==> src/rtl/flit_group_pipeline_pkg.sv <==
// Shared types and helpers for the flit group pipeline.
// Default geometry, lane mask, assembly states, header-bit placement.
package flit_group_pipeline_pkg;

  localparam int NPORTS_DEF = 4;
  localparam int FLIT_W_DEF = 7;
  localparam int OUT_W_DEF  = 11;
  localparam int DEPTH_DEF  = 5;

  typedef logic [NPORTS_DEF-1:0] lane_mask_t;

  typedef enum logic {
    FILL = 1'b0,
    HOLD = 1'b1
  } asm_state_t;

  // Output bit index for input flit bit i: the header (MSB)
  // moves to the top of the wider lane, the rest stay put.
  function automatic int hdr_pos(
    input int bit_i,
    input int flit_w,
    input int out_w
  );
    return (bit_i == flit_w - 1) ? out_w - 1 : bit_i;
  endfunction

endpackage

==> src/rtl/flit_group_pipeline_group_fifo.sv <==
// Group FIFO: DEPTH entries of W bits, head read from storage.
// Ports: clk, rst, push/push_data, pop/head, count, full, empty.
module flit_group_pipeline_group_fifo #(
  parameter int DEPTH = 5,
  parameter int W     = 32,
  parameter int CNT_W = $clog2(DEPTH + 1)
) (
  input  logic             clk,
  input  logic             rst,
  input  logic             push,
  input  logic [W-1:0]     push_data,
  input  logic             pop,
  output logic [W-1:0]     head,
  output logic [CNT_W-1:0] count,
  output logic             full,
  output logic             empty
);

  localparam int PW = (DEPTH > 1) ? $clog2(DEPTH) : 1;
  localparam logic [PW-1:0] LAST = PW'(DEPTH - 1);
  localparam logic [CNT_W-1:0] CAP = CNT_W'(DEPTH);

  logic [W-1:0]  mem [DEPTH];
  logic [PW-1:0] rd_ptr;
  logic [PW-1:0] wr_ptr;
  logic          do_push;
  logic          do_pop;

  function automatic logic [PW-1:0] nxt(input logic [PW-1:0] p);
    return (p == LAST) ? '0 : p + PW'(1);
  endfunction

  assign full  = (count == CAP);
  assign empty = (count == '0);
  assign head  = mem[rd_ptr];

  // A full FIFO still accepts a push when the head leaves
  // on the same edge; the freed slot is the one written.
  assign do_pop  = pop & ~empty;
  assign do_push = push & (~full | do_pop);

  always_ff @(posedge clk) begin
    if (rst) begin
      rd_ptr <= '0;
      wr_ptr <= '0;
      count  <= '0;
    end else begin
      if (do_push) begin
        mem[wr_ptr] <= push_data;
        wr_ptr      <= nxt(wr_ptr);
      end
      if (do_pop) begin
        rd_ptr <= nxt(rd_ptr);
      end
      if (do_push && !do_pop) begin
        count <= count + CNT_W'(1);
      end else if (do_pop && !do_push) begin
        count <= count - CNT_W'(1);
      end
    end
  end

endmodule

==> src/rtl/flit_group_pipeline.sv <==
// Flit group pipeline: assembles one flit per lane into groups, queues them.
// Ports: clk, rst, start, in_valid/in_flit/flush/in_ready, out_*, count, dup_err.
module flit_group_pipeline
  import flit_group_pipeline_pkg::*;
#(
  parameter int NPORTS = NPORTS_DEF,
  parameter int FLIT_W = FLIT_W_DEF,
  parameter int OUT_W  = OUT_W_DEF,
  parameter int DEPTH  = DEPTH_DEF,
  parameter int CNT_W  = $clog2(DEPTH + 1)
) (
  input  logic                     clk,
  input  logic                     rst,
  input  logic                     start,
  input  logic [NPORTS-1:0]        in_valid,
  input  logic [NPORTS*FLIT_W-1:0] in_flit,
  input  logic                     flush,
  output logic                     in_ready,
  output logic [NPORTS-1:0]        out_valid,
  output logic [NPORTS*OUT_W-1:0]  out_flit,
  input  logic                     out_ready,
  output logic [CNT_W-1:0]         count,
  output logic                     dup_err
);

  localparam int SW = FLIT_W + 1;

  asm_state_t state;
  asm_state_t state_nx;

  logic [NPORTS-1:0]             filled;
  logic [NPORTS-1:0]             filled_nx;
  logic [NPORTS-1:0]             cap;
  logic [NPORTS-1:0][FLIT_W-1:0] slot;
  logic                          complete;
  logic                          started;
  logic                          show;
  logic                          push;
  logic                          pop;
  logic                          full;
  logic                          empty;
  logic [NPORTS*SW-1:0]          grp;
  logic [NPORTS*SW-1:0]          head;
  logic [NPORTS-1:0][OUT_W-1:0]  lane_out;

  assign in_ready = (state == FILL);
  assign show     = started & ~empty;
  assign pop      = show & out_ready;
  assign push     = (state == HOLD) & (~full | pop);

  always_comb begin
    state_nx  = state;
    filled_nx = filled;
    cap       = '0;
    complete  = 1'b0;
    unique case (state)
      FILL: begin
        cap       = in_valid & ~filled;
        filled_nx = filled | cap;
        // Flush only closes a group that holds something,
        // including lanes captured on this very edge.
        complete  = (&filled_nx) | (flush & (|filled_nx));
        if (complete) begin
          state_nx = HOLD;
        end
      end
      HOLD: begin
        if (push) begin
          state_nx  = FILL;
          filled_nx = '0;
        end
      end
    endcase
  end

  always_ff @(posedge clk) begin
    if (rst) begin
      state   <= FILL;
      filled  <= '0;
      slot    <= '0;
      started <= 1'b0;
      dup_err <= 1'b0;
    end else begin
      state  <= state_nx;
      filled <= filled_nx;
      for (int p = 0; p < NPORTS; p++) begin
        if (cap[p]) begin
          slot[p] <= in_flit[p*FLIT_W +: FLIT_W];
        end
      end
      if (start) begin
        started <= 1'b1;
      end
      if (in_ready && |(in_valid & filled)) begin
        dup_err <= 1'b1;
      end
    end
  end

  for (genvar p = 0; p < NPORTS; p++) begin : g_grp
    assign grp[p*SW +: SW] = {filled[p], slot[p]};
  end

  flit_group_pipeline_group_fifo #(
    .DEPTH (DEPTH),
    .W     (NPORTS * SW),
    .CNT_W (CNT_W)
  ) group_fifo (
    .clk       (clk),
    .rst       (rst),
    .push      (push),
    .push_data (grp),
    .pop       (pop),
    .head      (head),
    .count     (count),
    .full      (full),
    .empty     (empty)
  );

  for (genvar p = 0; p < NPORTS; p++) begin : g_lane
    logic on;
    assign on           = show & head[p*SW + FLIT_W];
    assign out_valid[p] = on;
    for (genvar i = 0; i < FLIT_W; i++) begin : g_bit
      localparam int OP = hdr_pos(i, FLIT_W, OUT_W);
      assign lane_out[p][OP] = on & head[p*SW + i];
    end
    if (OUT_W > FLIT_W) begin : g_pad
      assign lane_out[p][OUT_W-2:FLIT_W-1] = '0;
    end
  end

  assign out_flit = lane_out;

endmodule

==> config.mk <==
export PLATFORM = sky130hd
export DESIGN_NAME = flit_group_pipeline
export DESIGN_NICKNAME = d
export VERILOG_FILES = /design/src/rtl/flit_group_pipeline_pkg.sv /design/src/rtl/flit_group_pipeline_group_fifo.sv /design/src/rtl/flit_group_pipeline.sv
export SDC_FILE = /design/constraint.sdc
export NUM_CORES = 1
export LEC_CHECK = 0
export ABC_AREA = 1
export BUFFER_PORTS_ARGS = -buffer_cell sky130_fd_sc_hd__buf_2
export CORE_MARGIN = 3
export CORE_UTILIZATION = 60
export DETAILED_ROUTE_END_ITERATION = 7
export PLACE_DENSITY = 0.91
export SETUP_SLACK_MARGIN = 0.4
export SLEW_MARGIN = 40
export SYNTH_ARGS = -nofsm -noshare
export SYNTH_HDL_FRONTEND = slang
export SYNTH_HIERARCHICAL = 1
export SYNTH_SLANG_ARGS = --single-unit
==> constraint.sdc <==
create_clock -name clk -period 5.32 [get_ports clk]
set_input_delay 0.266 -clock clk [delete_from_list [all_inputs] [get_ports clk]]
set_output_delay 0.266 -clock clk [all_outputs]
set_load 0.005 [all_outputs]
==> results of run 1 <==
## power by group
part / leakage (uW) / switching (uW) / total (uW) / internal, uW
combinational: 0.00173 / 176 / 270 / 94.0
clock: 0.000336 / 597 / 1470 / 873
sequential: 0.00186 / 64.4 / 1890 / 1820
## layout make-up
| type | instances | area share, % |
|---|---|---|
| clock buffers | 27 | 5.99 |
| clock inverters | 10 | 1.23 |
| inverters | 87 | 3.45 |
| multi-input cells | 495 | 23.1 |
| flip-flops and latches | 207 | 59.4 |
| well taps | 180 | 2.33 |
| repair buffers | 82 | 4.47 |
## flip-flops by register name (all words and copies together), names as in the netlist, named ones only
register,flops
dup_err,1
group_fifo/rd_ptr,3
group_fifo/mem,160
filled,4
started,1
state,1
group_fifo/wr_ptr,3
grp,28
group_fifo/count,3
## kinds of logic after synthesis
| logic type | Yosys count | synth area share, % |
|---|---|---|
| AND/OR/NAND/NOR | 306 | 14.3 |
| buffers and inverters | 142 | 8.91 |
| flip-flops | 207 | 66.1 |
| AO/OA/AOI/OAI | 167 | 9.66 |
| adder cells (fa/ha/maj) | 6 | 0.950 |
| other | 1 | 0.0432 |
## layer usage
metal | GRT usage, % | share of wire, % | wire length (um)
met5 | 0 | 0 | 0
met3 | 4.13 | 6.8 | 1260
met4 | 8.90 | 3.1 | 569
met1 | 29.4 | 39 | 7290
met2 | 39.6 | 51 | 9400
## cells in the final DEF, fill, tap and decap left out, drive strengths merged
cell	instances
clkinv	6
dfxtp	47
a21oi	71
bufinv	2
nand3	7
clkbuf	27
ha	5
buf	82
o21ai	96
edfxtp	160
clkinvlp	2
nand3b	5
nand2	39
nor3	1
inv	87
nand4	1
fa	1
conb	16
nor2	253
## worst max-delay path by stage
| stage | from | end | slack [ns] | cells past startpoint |
|---|---|---|---|---|
| after floorplan | group_fifo/count[0] | group_fifo/mem[0][0] | 2.14 | 12 |
| after global placement | register | out_flit[21] | 2.71 | 8 |
| after detailed placement | register | out_flit[21] | 2.66 | 8 |
| after CTS | register | out_flit[21] | 2.12 | 8 |
| after global routing | register | out_flit[43] | 2.14 | 8 |
| final | register | out_flit[43] | 2.31 | 8 |
## critical path: cells and delay by family (launching register included)
| kind | cells | cell delay, ns |
|---|---|---|
| compound gates | 2 | 0.28 |
| simple gates | 4 | 0.68 |
| buf+inv | 2 | 0.56 |
| flops | 1 | 0.70 |
## stage by stage
stage	hold WS, ns	area (um^2)	setup WS, ns	std cells	utilization [%]
detailed placement	0.442	8980	2.66	1051	63.9
CTS	0.00182	9680	2.12	1088	68.9
finish	0.00386	9680	2.31	1088	68.9
global route	0.0331	9680	2.14	1088	68.9
global placement	0.436	8980	2.71	1051	63.9
floorplan	0.335	8740	2.14	844	-
==> summary by stage, run 1 <==
Run status
The flow ran to the end, and the final reports show no timing, DRC or antenna violations.

Route
In the final routed layout, each cell accounts on average for 17.0 um. The routed design has 18500 um of wire. The pre-antenna-repair detailed-routing pass consisted of 5 iterations. The first routing iteration left 637 violations. The routed layout has 5908 vias. The detailed-route DRC error count is 0. The count of nets left with antenna violations after detail routing is 0. In the routed layout, each cell is associated on average with a via count of 5.43.

Die
The die outline height is 126 um. The floorplan step defined a core boundary enclosing 14000 um^2. The die covers 16000 um^2.

The floorplan has 43 rows. Once the floorplan was initialized, standard cells occupied 61.9% of the core. The count of pins on the block boundary is 90.

The floorplan step set the die width to 126 um.

CTS
Counting along the longest clock path gives a buffer depth of 3. The CTS tree is done. The clock insertion delay at the later pin of the skew report is 0.49 ns. The clock drives 207 sinks. CTS built an H-tree with a depth of 1.

The number of hold buffers added after cts is 0. The total setup buffers inserted after CTS is 0. After clock tree synthesis, the repair step resized 0 gates. The TritonCTS buffer count is 21.

The cell chosen for the clock root is sky130_fd_sc_hd__clkbuf_16. Clock-pin slew was measured on the worst setup and hold paths at 0.06 ns.

Final layout
Summing all multi-input logic gate instances after layout gives 2240 um^2. The number of inserted diodes is 0. The combined flip-flop and latch cell area is 5750 um^2. After filler insertion, the fill cell instance count of the layout stands at 953. After the last flow step, the layout net total stands at 937. Cells with a size suffix above 1 make up 15.2% of the layout. The area growth from synthesis to final layout is 11.4%.

Timing
The transition at the pin with the smallest max-transition slack is 0.638 ns. The highest clock rate is 0.333 GHz. Setup violations remaining at the end of the flow were counted as 0. The final critical delay including setup and external delays is 3.01 ns. The post-route fraction of the period consumed by the critical path is 56.5%. The normalized max-slew margin is 57.3%. The clock arrives with 0.0206 ns of skew. Setup repair after global routing left no endpoint under its margin. The number of hold violations in the final report was 0. The count of pins over their slew limit is 0. Setup total negative slack on the finished layout was measured at 0 ns.

Logic synthesis
Among all flip-flop cells after synthesis, the most frequent one is sky130_fd_sc_hd__edfxtp_1. Synthesis produced a netlist whose cell count is 829. The most common cell in the synthesized netlist is sky130_fd_sc_hd__nor2_1.

In the post-synthesis netlist, the biggest area contributors are sky130_fd_sc_hd__edfxtp_1 (55%), sky130_fd_sc_hd__dfxtp_1 (11%), sky130_fd_sc_hd__nor2_1 (10%), sky130_fd_sc_hd__a21oi_1 (4.1%), sky130_fd_sc_hd__inv_1 (3.6%). The number of synthesized flops with an enable pin is 160. After synthesis, the most frequently instantiated cells are sky130_fd_sc_hd__nor2_1 (243), sky130_fd_sc_hd__edfxtp_1 (160), sky130_fd_sc_hd__inv_1 (84), sky130_fd_sc_hd__a21oi_1 (71), sky130_fd_sc_hd__o21ai_0 (54). Synthesis inferred 207 register bits. The share of Yosys cell area claimed by the top area cell type is 55.3%. The number of distinct library cells after synthesis is 26. Counting flops with an async set or reset pin after synthesis yields a share of 0%. The cell area that synthesis handed to floorplanning was 8690 um^2. The Yosys step of the flow raised 6 warnings. The largest total area in the synthesized netlist belongs to sky130_fd_sc_hd__edfxtp_1. The share of the Yosys chip area taken by registers is 66.1%. The average instance in the mapped netlist occupies 10.5 um^2.

Critical path
The worst register-to-register path ends at group_fifo/count[2]. The delay of the slowest cell on the worst path is 0.70 ns. Counting stages on the worst path, the most repeated cell is sky130_fd_sc_hd__nor2_1. The critical path is of the register to primary output type. STA classifies the critical path endpoint as a primary output.

Counting cells, the worst reg-to-reg path comes to 19. The worst setup path is launched from a register. The critical path goes through buf_4 > o21ai_0 > nor2_1 > nor2_1 > a21oi_1 > nand2_1 > nor2_1 > buf_2. The cell with the largest stage delay on the worst path is sky130_fd_sc_hd__dfxtp_2. STA puts the critical path data arrival time at 2.74 ns. The required time of the critical path is 5.05 ns. The startpoint identified for the worst register-to-register timing path is group_fifo/count[1]. The maximum net fanout on the critical path is 33.

The minimum setup slack among reg-to-reg paths is 2.70 ns.

Run
The number of max-capacitance violations reported is 0.

Global routing
Summed over all layers, the global routing overflow is 0. The pin count of the biggest net entering global routing is 65. The first-pass GRT wire length is 29500 um.

Global routing used 23.0% of the available tracks across all layers. The number of global-route vias before repair is 5903. The number of antenna violations at the first check in global routing is 0.

Pwr
Summed over all cells, the static leakage comes to 0.00393 uW. The total design power is 3630 uW. The largest voltage drop on the vdd net is 0.282 mV. For this design the ratio of total power to cell area is 375 nW/um^2.

Placed design
Input and output buffers added on the ports amount to 73. Routability-driven placement finished with a final weighted congestion of 0.760. The HPWL reported at the end of detailed placement is 10400 um.

Worst hold path
The kind of path behind the tightest hold check is primary input to register. The worst min-delay path startpoint is start. The worst hold path terminates at started. The worst hold path passes through 3 cells.
Note: power is estimated with default switching activity, not from simulation.
==> run 2, diff against run 1 <==
--- a/config.mk
+++ b/config.mk
@@ -8,9 +8,9 @@
 export ABC_AREA = 1
 export BUFFER_PORTS_ARGS = -buffer_cell sky130_fd_sc_hd__buf_2
 export CORE_MARGIN = 3
-export CORE_UTILIZATION = 60
+export CORE_UTILIZATION = 53
 export DETAILED_ROUTE_END_ITERATION = 7
-export PLACE_DENSITY = 0.91
+export PLACE_DENSITY = 0.86
 export SETUP_SLACK_MARGIN = 0.4
 export SLEW_MARGIN = 40
 export SYNTH_ARGS = -nofsm -noshare
==> constraint.sdc (replaced) <==
create_clock -name clk -period 2.7 [get_ports clk]
set_input_delay 0.135 -clock clk [delete_from_list [all_inputs] [get_ports clk]]
set_output_delay 0.135 -clock clk [all_outputs]
set_load 0.005 [all_outputs]
==> run 2 against run 1 <==
Sequential share of layout area decreased by 4.2 points. Design area up 7.7%. Die area increased by 13%. Clock power grew 80%. Non-clock buffer count rose by 59. First-iteration DRC count fell by 5.8%. Hold slack better by 0.012 ns. Total power rose by 95%. Global-route usage fell by 2.1 points. Worst setup slack got worse by 1.9 ns. Register-to-register slack worse by 2.2 ns. Sequential power up 97%. Highest routed layer unchanged.
==> summary by stage, run 2 (synthesis results as in run 1) <==
Final layout
The area growth from synthesis to final layout is 20.0%. In the layout the commonest cells are sky130_fd_sc_hd__nor2_1 (235), sky130_fd_sc_hd__edfxtp_1 (160), sky130_fd_sc_hd__inv_1 (77), sky130_fd_sc_hd__buf_2 (73), sky130_fd_sc_hd__a21oi_1 (69). The library cell used most frequently in the layout, excluding fill and tap cells, is sky130_fd_sc_hd__nor2_1. The register with the most flip-flops is group_fifo/mem. The fraction of layout instances using a drive strength above 1 is 19.1%. The final layout net count is 997.

The register with the most flip-flops in the layout has 160 of them. The post-route cell area is 10400 um^2.

Route
The total wirelength of the detailed-routed design is 20100 um. The number of DRC markers in iteration 0 is 600. The number of vias in the routed layout is 6268. Dividing the detail-routed via count by the number of cells gives 5.28. The detailed-route DRC error count is 0.

The count of nets left with antenna violations after detail routing is 0. Dividing the detail-routed wire length by the instance count gives 16.9 um. The first TritonRoute pass finished after 5 iterations.

CTS
Clock-pin slew was measured on the worst setup and hold paths at 0.06 ns. TritonCTS built the clock tree. The H-tree depth reported by CTS is 1. The TritonCTS buffer count is 21. The sink count of the clock tree is 207.

The clock insertion delay at the later pin of the skew report is 0.49 ns. The tree is rooted in a sky130_fd_sc_hd__clkbuf_16. The clock passes through at most 3 buffers.

Worst hold path
In this run the most critical hold path is launched from in_valid[2]. The tightest min-delay check is of the primary input to register type.

Critical path
The launch point of the worst reg-to-reg path is group_fifo/count[2]. The critical path is of the register to primary output type. The required time of the critical path is 2.57 ns. Of all nets on the critical path, the largest fanout is 8.

The beginning of the critical path is group_fifo/count[2]. The data arrival time at the worst-slack endpoint is 2.11 ns. STA classifies the critical path endpoint as a primary output.

The sort of element at the start of the critical path is a register.

Timing
The worst clock skew is 0.00987 ns. The sum of negative setup slack is 0 ns. Of the available clock period, the critical path in the final layout requires 83.3%. Across all hold checks on the routed design, the worst slack comes to 0.0160 ns. The number of failing setup endpoints in the final timing report is 0. Setup repair after global routing could not meet its margin everywhere. The highest clock rate is 0.445 GHz. The count of pins over their slew limit is 0. The number of hold violations in the final report is 0.

The final critical delay including setup and external delays is 2.25 ns. The transition at the pin with the smallest max-transition slack is 0.625 ns. In this run the tightest slew margin relative to its limit is 58.2%.

Global routing
Entering global routing, the biggest net connects 65 pins. For this run, the total global-route usage over all layers was measured as 20.9%. The first global-routing pass estimated 30100 um of wire. The number of global-route vias before repair is 6071. Global routing finished with a remaining overflow of 0. The number of antenna violations at the first check in global routing was 0.

Die
Once the floorplan was initialized, standard cells occupied 54.5% of the core. The die span in x is 134 um. The area of the core is 15900 um^2. The die outline height is 134 um.

The full die area is 18000 um^2. The number of rows in the core area is 46. The count of pins on the block boundary is 90.

Placed design
The count of input and output buffers is 73. Once detailed placement completed, the half-perimeter wirelength came to 10800 um. Once placement finished, the instance area stood at 9150 um^2.

The weighted congestion reported at the end of routability-driven placement is 0.772.

Pwr
Power spread over the standard cell area amounts to 678 nW/um^2. In this run the static leakage power is 0.00421 uW. The largest voltage drop on the vdd net is 0.503 mV.

Run status
The flow ran to the end, and the final reports show no timing, DRC or antenna violations.

Run
The tool flagged a number of max-cap violations equal to 0.
## run 2: changes by cell type in the layout (fill, tap and decap cells not counted), sizes merged
cell / change
clkinv: -3
diode: +1
buf: +24
inv: +1
clkbuf: +7
dlygate4sd3: +34
bufinv: -2
## run 2: worst paths after layout
kind	to	slack [ns]	depth (start not counted)
max reg2reg	group_fifo/count[2]	0.46	19
max	out_flit[11]	0.45	10
min	filled[2]	0.02	3
min reg2reg	dup_err	0.48	2
## run 2: cell type report
class / count / area, um^2
sequential: 207 / 5760
fill: 1138 / 5520
multi-input combinational: 495 / 2340
timing repair buffer: 141 / 1070
clock buffer: 33 / 581
inverter: 87 / 357
tap: 216 / 270
clock inverter: 5 / 33.8
timing repair inverter: 1 / 11.3
antenna: 1 / 2.50
## run 2: worst max-delay path, stage by stage (launching register included)
cell	delay, ns
sky130_fd_sc_hd__dfxtp_2	0.34
sky130_fd_sc_hd__inv_2	0.06
sky130_fd_sc_hd__nand3_4	0.09
sky130_fd_sc_hd__inv_1	0.05
sky130_fd_sc_hd__inv_2	0.05
sky130_fd_sc_hd__nand2_2	0.08
sky130_fd_sc_hd__buf_4	0.15
sky130_fd_sc_hd__inv_1	0.25
sky130_fd_sc_hd__nand2_2	0.25
sky130_fd_sc_hd__nor2_2	0.18
sky130_fd_sc_hd__buf_2	0.14
## run 2: what timing repair did
action,CTS,global route
endpoints found under the hold margin,37,0
gates resized for setup,18,22
pin swaps,2,5
hold buffers,34,0
setup endpoints to repair,84,182
cloned,0,2
setup buffers,6,16
## run 2: power breakdown
part / total (uW) / internal, uW / switching (uW)
logic: 716 / 296 / 420
clock network: 2640 / 1490 / 1150
registers: 3720 / 3600 / 123
total: 7070 / 5380 / 1700
## run 2: layer usage
layer / track usage [%] / part of all wire [%] / wire length [um]
met3: 3.23 / 7.6 / 1530
met4: 6.73 / 2.8 / 565
met2: 36.6 / 50 / 10100
met5: 0 / 0 / 0
met1: 27.2 / 39 / 7920
## run 2: metrics by stage
stage | setup slack [ns] | utilization, % | power [uW] | cells
final | 0.451 | 65.4 | 7070 | 1186
after global routing | 0.330 | 65.4 | 7310 | 1185
after CTS | 0.402 | 63.9 | 6960 | 1167
after detailed placement | 0.214 | 57.4 | 4330 | 1089
after global placement | 0.374 | 57.4 | 4290 | 1089
after floorplan | 0.404 | - | 4170 | 844
==> run 3, diff against run 2 <==
--- a/config.mk
+++ b/config.mk
@@ -8,9 +8,9 @@
 export ABC_AREA = 1
 export BUFFER_PORTS_ARGS = -buffer_cell sky130_fd_sc_hd__buf_2
 export CORE_MARGIN = 3
-export CORE_UTILIZATION = 53
+export CORE_UTILIZATION = 59
 export DETAILED_ROUTE_END_ITERATION = 7
-export PLACE_DENSITY = 0.86
+export PLACE_DENSITY = 0.9
 export SETUP_SLACK_MARGIN = 0.4
 export SLEW_MARGIN = 40
 export SYNTH_ARGS = -nofsm -noshare
==> constraint.sdc (replaced) <==
create_clock -name clk -period 2.3 [get_ports clk]
set_input_delay 0.115 -clock clk [delete_from_list [all_inputs] [get_ports clk]]
set_output_delay 0.115 -clock clk [all_outputs]
set_load 0.005 [all_outputs]
==> run 3 against run 2 <==
The flow now finishes with violations (negative setup slack). Critical path depth did not move. Design area rose by 12%. Count of clock-buffer cells in the layout is 6 lower. Non-clock buffer count grew 50. Clock power increased by 43%. Combinational power up 61%. Via count up 22%. Register-to-register slack got worse by 0.35 ns. Clock skew increased by 0.0069 ns. Critical path type unchanged.
==> summary by stage, run 3 (synthesis results as in run 1) <==
Run status
The run finished, with violations left. The checks that failed: negative setup slack.

Final layout
In the final layout, the multi-input gates occupy 2630 um^2. In the layout the commonest cells are sky130_fd_sc_hd__nor2_1 (190), sky130_fd_sc_hd__edfxtp_1 (160), sky130_fd_sc_hd__buf_2 (72), sky130_fd_sc_hd__inv_1 (69), sky130_fd_sc_hd__a21oi_1 (62). The final layout net count is 1051. After filler insertion, the fill cell instance count of the layout stands at 633. Registers take 5760 um^2. Cells fill 82.7% of the core in the end. The most common cell after layout, fill and taps aside is sky130_fd_sc_hd__nor2_1.

The flip-flop count of the largest register after layout is 160. The number of antenna diodes in the final layout is 0. The fraction of layout instances using a drive strength above 1 is 31.0%. From synthesis to final layout, the design area changed by 34.7%.

The register with the most flip-flops is group_fifo/mem.

Route
The number of DRC markers in iteration 0 is 1306. The count of nets left with antenna violations once routing finished came out at 0. The number of vias in the routed layout is 7637. Before antenna repair, the detailed router went through 8 iterations. After detailed routing, the total wire length is 30700 um. For this run, design rule violations remaining after detail routing come to 0. The mean number of vias per cell is 6.35. After detailed routing, the average wire length per cell comes to 25.5 um.

Critical path
The cell with the largest stage delay on the worst path is sky130_fd_sc_hd__dfxtp_4. The sort of element at the start of the critical path is a register. Counting stages on the worst path, the most repeated cell is sky130_fd_sc_hd__nor2_1. The data arrival time at the worst-slack endpoint is 2.20 ns.

The cell family with the largest share of critical-path delay is buffers and inverters. Counting both buffers and inverters, the worst setup path holds a total of 5. The required time of the critical path is 2.18 ns. Of all nets on the critical path, the largest fanout is 8. STA classifies the critical path endpoint as a primary output. The critical path goes through buf_12 > buf_8 > clkinv_8 > nor2_1 > nor2_1 > nor2_1 > a21oi_1 > inv_1 > nor2_4 > buf_2.

The critical path class is register to primary output. The largest single stage delay on the critical path is 0.42 ns.

Global routing
The number of antenna violations at the first check in global routing is 0. Summed over all layers, the global routing overflow is 0. Entering global routing, the biggest net connects 33 pins. The total global-route track usage is 29.8%. The first global-routing pass estimated 37300 um of wire.

The number of global-route vias before repair came to 6791.

Pwr
Combinational logic burns 12.4% of the power. The switching part of the total is 25.9%. Sequential cells account for 47.1% of the total power. VDD sags by at most 0.693 mV.

The analysis attributes to cell leakage a power of 0.00470 uW. Per report_power, the clock group accounts for 40.6% of the total. The power per cell area is 797 nW/um^2. The cell-internal power is 6910 uW.

The analysis attributes to net switching a power of 2420 uW.

CTS
TritonCTS built the clock tree. The clock-pin transition on the worst setup and hold timing paths is 0.07 ns. The TritonCTS buffer count is 21. The H-tree depth reported by CTS is 1.

The cell chosen for the clock root is sky130_fd_sc_hd__clkbuf_16. The tree built by TritonCTS fans out to 207 sinks. Counting along the longest clock path gives a buffer depth of 3. At the later pin of the worst-skew pair, clock insertion delay measures 0.51 ns.

Timing
The post-route fraction of the period consumed by the critical path is 100%. The transition at the pin with the smallest max-transition slack is 0.609 ns. Across all setup checks in the final design, the least slack found is -0.0102 ns. The final critical delay including setup and external delays is 2.31 ns.

The worst clock skew is 0.0167 ns. Setup repair after global routing could not meet its margin everywhere. The worst pin sits at a relative slew slack of 59.4%. The count of pins over their slew limit is 0. For this run, the top clock speed supported by timing is 0.433 GHz. The final worst hold slack is 0.0179 ns. The number of hold violations in the final report is 0. The number of failing setup endpoints in the final timing report is 2.

Placed design
The count of input and output buffers is 73. The weighted congestion reported at the end of routability-driven placement is 0.797. The HPWL reported at the end of detailed placement is 10900 um.

Die
During I/O placement, the number of pins put on the boundary was 90. Measured along the y axis, the die boundary spans 127 um. The number of rows in the core area is 43. The effective utilization at floorplan is 61.4%. The die span in x is 127 um. The area of the core is 14100 um^2.

The full die area is 16200 um^2.

Run
The tool flagged a number of max-cap violations equal to 0.

Worst hold path
The kind of path behind the tightest hold check is primary input to register.
==> run 3: timing repair <==
item | CTS | global route
setup endpoints to repair | 194 | 195
hold buffers | 35 | 0
resized for setup | 63 | 121
cloned | 11 | 10
hold endpoints to repair | 38 | 0
pin swaps | 19 | 42
setup buffers | 35 | 16
==> run 3: per-layer routing <==
metal	vias to the layer above	wire, um	part of all wire [%]	global-route usage, %
met3	249	4040	13	4.85
met1	3508	9870	32	38.4
met5	-	0	0	0
li1	3075	-	-	-
met4	0	2570	8.4	14.5
met2	805	14200	46	49.5
==> run 3: worst min-delay path: stages <==
cell	delay [ns]
sky130_fd_sc_hd__buf_2	0.11
sky130_fd_sc_hd__o21ai_0	0.10
sky130_fd_sc_hd__a21oi_1	0.16
==> run 3: layout make-up <==
type,count,area share (%)
multi-input cells,495,22.4
repair buffers,191,16.4
flip-flops and latches,207,49.2
clock inverters,10,1.15
repair inverters,5,0.631
inverters,87,3.04
clock buffers,27,5.21
well taps,180,1.92
==> run 3: worst paths after layout <==
check	cells after the start	start	endpoint	slack (ns)
max	10	register	out_flit[38]	-0.01
min	3	in_flit[25]	grp[28]	0.02
max reg2reg	14	group_fifo/count[1]	group_fifo/mem[0][10]	0.11
min reg2reg	2	dup_err	dup_err	0.47
==> run 3: power by group through the flow <==
| stage | registers (uW) | logic (uW) | clock network (uW) |
|---|---|---|---|
| floorplan | 4390 | 520 | 0 |
| global placement | 4430 | 629 | 0 |
| detailed placement | 4440 | 654 | 0 |
| CTS | 4350 | 872 | 3630 |
| global route | 4400 | 1220 | 3880 |
| finish | 4390 | 1150 | 3780 |
==> run 3: through the flow <==
stage          power (uW)  instances  setup TNS [ns]  instance area [um^2]  setup WS, ns
6_report             9330       1202         -0.0111                 11700       -0.0102
5_1_grt              9500       1202         -0.0829                 11700       -0.0624
4_1_cts              8850       1176               0                 11000         0.218
3_5_place_dp         5100       1058               0                  9160        0.0183
3_3_place_gp         5060       1058               0                  9160         0.112
2_1_floorplan        4910        844               0                  8820         0.137
